<file path="config.mk">
export PLATFORM = sky130hd
export DESIGN_NAME = mem_responder
export DESIGN_NICKNAME = d
export VERILOG_FILES = /design/src/rtl/mem_responder.sv
export SDC_FILE = /design/constraint.sdc
export NUM_CORES = 2
export LEC_CHECK = 0
export ABC_AREA = 1
export BUFFER_PORTS_ARGS = -buffer_cell sky130_fd_sc_hd__buf_2
export CELL_PAD_IN_SITES_DETAIL_PLACEMENT = 0
export CELL_PAD_IN_SITES_GLOBAL_PLACEMENT = 1
export CORE_MARGIN = 5
export CORE_UTILIZATION = 54
export CTS_BUF_LIST = sky130_fd_sc_hd__clkbuf_4
export DETAILED_ROUTE_END_ITERATION = 7
export PLACE_DENSITY_LB_ADDON = 0.1
export SLEW_MARGIN = 25
export SYNTH_ARGS = -nofsm -noshare
export SYNTH_HDL_FRONTEND = slang
export SYNTH_SLANG_ARGS = --single-unit
</file>
<file path="constraint.sdc">
create_clock -name clk -period 5.6 [get_ports clk]
set_clock_uncertainty 0.15 [all_clocks]
set_input_delay 0.84 -clock clk [delete_from_list [all_inputs] [get_ports clk]]
set_output_delay 0.84 -clock clk [all_outputs]
set_load 0.02 [all_outputs]
</file>
<file path="src/rtl/mem_responder.sv">
// mem_responder: single-word read/write memory answering after a fixed
// LAT-cycle access latency. It uses a valid/ready request handshake and a
// one-cycle rsp_valid pulse. Storage is not reset.
module mem_responder #(
  parameter int DW  = 16,
  parameter int AW  = 8,
  parameter int LAT = 2   // legal 1..15, fits the 4-bit down-counter
) (
  input  logic          clk,
  input  logic          reset,      // synchronous, active-low
  input  logic          req_valid,
  output logic          req_ready,
  input  logic          req_we,
  input  logic [AW-1:0] req_addr,
  input  logic [DW-1:0] req_wdata,
  output logic          rsp_valid,
  output logic [DW-1:0] rsp_rdata
);

  typedef enum logic [1:0] {IDLE, WAIT, DONE} state_e;

  state_e        state_q, state_d;
  logic [3:0]    cnt_q, cnt_d;
  logic          we_q, we_d;
  logic [AW-1:0] addr_q, addr_d;
  logic [DW-1:0] wdata_q, wdata_d;
  logic [DW-1:0] rdata_q, rdata_d;
  logic          commit;

  logic [DW-1:0] mem_q [2**AW];

  // Next-state: accept in IDLE, count down in WAIT, commit on the WAIT->DONE edge
  always_comb begin
    state_d = state_q;
    cnt_d   = cnt_q;
    we_d    = we_q;
    addr_d  = addr_q;
    wdata_d = wdata_q;
    rdata_d = rdata_q;
    commit  = 1'b0;
    case (state_q)
      IDLE: begin
        if (req_valid) begin
          state_d = WAIT;
          cnt_d   = 4'(LAT - 1);
          we_d    = req_we;
          addr_d  = req_addr;
          wdata_d = req_wdata;
        end
      end
      WAIT: begin
        if (cnt_q != 4'd0) begin
          cnt_d = cnt_q - 4'd1;
        end else begin
          state_d = DONE;
          commit  = 1'b1;
          if (!we_q) rdata_d = mem_q[addr_q];
        end
      end
      DONE:    state_d = IDLE;
      default: state_d = IDLE;
    endcase
  end

  // Control and captured-request registers; reset aborts any access in flight
  always_ff @(posedge clk) begin
    if (!reset) begin
      state_q <= IDLE;
      cnt_q   <= 4'd0;
      we_q    <= 1'b0;
      addr_q  <= '0;
      wdata_q <= '0;
      rdata_q <= '0;
    end else begin
      state_q <= state_d;
      cnt_q   <= cnt_d;
      we_q    <= we_d;
      addr_q  <= addr_d;
      wdata_q <= wdata_d;
      rdata_q <= rdata_d;
    end
  end

  // Storage write; reset has priority, so an aborted write never lands
  always_ff @(posedge clk) begin
    if (reset && commit && we_q) mem_q[addr_q] <= wdata_q;
  end

  // Outputs decode from state only (plus the reset gate on ready)
  assign req_ready = reset && (state_q == IDLE);
  assign rsp_valid = (state_q == DONE);
  assign rsp_rdata = rdata_q;

endmodule
</file>
==> flow_metrics.env <==
export IMPL_stdcell_area_sq_um=186900
export IMPL_setup_viol=0
export IMPL_clock_path_buffers=5
export IMPL_grt_max_degree=160
export IMPL_cap_violations=0
export IMPL_vias_per_cell=5.620
export IMPL_cp_start_kind="flip-flop"
export IMPL_grt_pass1_wl_microns=748000
export IMPL_powerDensity_nw_per_um2=362.4
export IMPL_ys_seq_elements=4143
export IMPL_path_class="flip-flop to flip-flop"
export IMPL_drt_iter0_markers=12986
export IMPL_status="complete, no violations"
export IMPL_place_area_sq_um=172800
export IMPL_synth_area_leader_cell="edfxtp_1"
export IMPL_period_needed_ps=4346
export IMPL_worstRegToRegCells=16
export IMPL_irDropWorstVdd_mv=0.2443
export IMPL_synth_top_cell_area_share=0.7433
export IMPL_totalWireLength_microns=515000
export IMPL_finalCritPeriodShare=0.7760
export IMPL_grt_overflow=0
export IMPL_cp_max_fo=68
export IMPL_synth_cell_types=25
export IMPL_syn_avg_cell_area_sq_um=11.35
export IMPL_hold_viol_final=0
export IMPL_synth_area_sq_um=165500
export IMPL_placed_cells=18513
export IMPL_slew_headroom=0.2340
export IMPL_row_count=203
export IMPL_final_nets=15675
export IMPL_worst_pin_slew_ps=1149
export IMPL_leakage_nw=72.39
export IMPL_root_buffer="clkbuf_4"
export IMPL_io_pins=46
export IMPL_reg2reg_from="addr_q[1]"
export IMPL_die_width_microns=563.6
export IMPL_arrival_ps=5770
export IMPL_wl_per_cell_microns=25.20
export IMPL_syn_nets=14604
export IMPL_clk_latency_ps=1630
export IMPL_io_buffers=45
export IMPL_critPathRequiredTime_ps=7030
export IMPL_fin_ws_ps=1254
export IMPL_synth_edf_count=4096
export IMPL_drive_gt1_frac=0.1420
export IMPL_antenna_left=0
export IMPL_synth_seq_area_share=0.7490
export IMPL_die_area_sq_um=317600
export IMPL_seq_area_sq_um=124000
export IMPL_dp_slack_ps=1341
export IMPL_synthTopCellsByArea="edfxtp_1 74%, nand2_1 17%, nor2_1 2.1%, buf_2 1.2%, nand4_1 1.0%"
export IMPL_fin_tns_setup_ps=0
export IMPL_multi_input_area_sq_um=38120
export IMPL_cts_tree="yes"
export IMPL_finalNonFillerCells=20434
export IMPL_track_usage=0.3244
export IMPL_finalWeightedCongestion=0.9022
export IMPL_core_area_sq_um=305600
export IMPL_place_hpwl_microns=288700
export IMPL_cts_sinks=4143
export IMPL_synthArstFlopShare=0
export IMPL_antenna_found_initial=20
export IMPL_drtPass1Iterations=6
export IMPL_final_util=0.6116
export IMPL_startpoint="addr_q[1]"
export IMPL_initial_core_util=0.5415
export IMPL_grt_setup_unrepaired="false"
export IMPL_power_mw=67.73
export IMPL_grt_pass1_vias=112815
export IMPL_netlist_top_cells_count="7616 x nand2_1, 4096 x edfxtp_1, 905 x nor2_1"
export IMPL_ys_warn_count=0
export IMPL_yosysMostFrequentCell="nand2_1"
export IMPL_end_kind="flip-flop"
export IMPL_crit_end="rsp_rdata[0]"
export IMPL_die_height_microns=563.6
export IMPL_finalHoldWorstSlack_ps=224.7
export IMPL_drv_slew=0
export IMPL_numCtsBuffers=1146
export IMPL_r2r_end="rsp_rdata[0]"
export IMPL_synth_main_ff_cell="edfxtp_1"
export IMPL_cts_htree_levels=7
export IMPL_synthCells=14574
export IMPL_vias=114844
export IMPL_post_route_drc_count=0
export IMPL_fmax_ghz=0.2301
export IMPL_areaGrowthSynthToFinish_pct=12.94
export IMPL_ctsResizeCount=0
export IMPL_nFillCells=24859
export IMPL_path_clk_slew_ps=60
export IMPL_rrSetupSlack_ps=1250
export IMPL_hold_path_class="primary input to flip-flop"
## sequential cells by signal, indices dropped and copies added (netlist names)
name,cells
addr_q,8
cnt_q,4
mem_q,4096
rsp_rdata,16
state_q,2
wdata_q,16
we_q,1
## critical path: stages (launching register included)
cell	delay [ps]
dfxtp_4	530
inv_8	250
nor2_4	660
buf_4	310
buf_12	260
nand2_1	80
nand3_1	90
nand2_1	50
nand2_1	130
nor2_1	60
nor2_1	430
nor2_1	180
nand2_1	360
nand2_1	290
nand3_1	200
nor2_1	60
nor2_1	100
## cell usage in the layout, fill, tap and decap left out, types with 45 or more instances in the layout
cell           instances
nand2_1             7598
clkbuf_4            1608
edfxtp_1            4096
buf_2                 45
nand4_1              271
nand3_1              245
o21ai_0              284
dlygate4sd3_1         84
nor2_1               899
a21oi_1              248
buf_12                79
buf_4                463
clkinv_1             151
## power breakdown
group	leakage (nW)	internal [mW]	switching (mW)	total, mW
Clock	7.99	13.6	12.0	25.6
Combinational	26.7	1.60	5.65	7.25
Sequential	37.7	34.6	0.314	34.9
Total	72.4	49.8	18.0	67.7
## what timing repair did
action	4_1_cts	5_1_grt
hold buffers	84	0
setup buffers	0	0
hold endpoints to repair	47	0
## kinds of logic after synthesis
| logic type | share of synthesized area |
|---|---|
| AND/OR/NAND/NOR | 0.2114 |
| flip-flops | 0.7490 |
| buffers and inverters | 0.02123 |
| AO/OA/AOI/OAI | 0.01822 |
| adder cells (fa/ha/maj) | 0.0001512 |
## worst min-delay path by stage
stage,startpoint,endpoint,slack [ps],cells after the start
4_1_cts,req_valid,cnt_q[2],20,6
3_5_place_dp,cnt_q[1],cnt_q[1],350,2
3_3_place_gp,cnt_q[1],cnt_q[1],340,2
5_1_grt,req_addr[6],addr_q[6],110,4
6_report,req_addr[6],addr_q[6],220,4
2_1_floorplan,addr_q[6],addr_q[6],320,2
## per-layer routing
metal / wire, microns / vias to the layer above / part of all wire / track usage
met5: 40 / - / 0.000078 / 0
met4: 25160 / 6 / 0.049 / 0.1672
met3: 47740 / 1084 / 0.093 / 0.06786
met2: 242100 / 6071 / 0.47 / 0.5091
met1: 199900 / 55890 / 0.39 / 0.4321
li1: - / 51793 / - / -
## final cells by class
class / instances / share of cell area
clock inverter: 209 / 0.006032
multi-input combinational: 9639 / 0.2040
tap: 4100 / 0.02745
clock buffer: 1608 / 0.06460
antenna: 20 / 0.0002678
sequential: 4143 / 0.6636
inverter: 42 / 0.001051
timing repair buffer: 673 / 0.03306
Note: power is estimated with default switching activity, not from simulation.
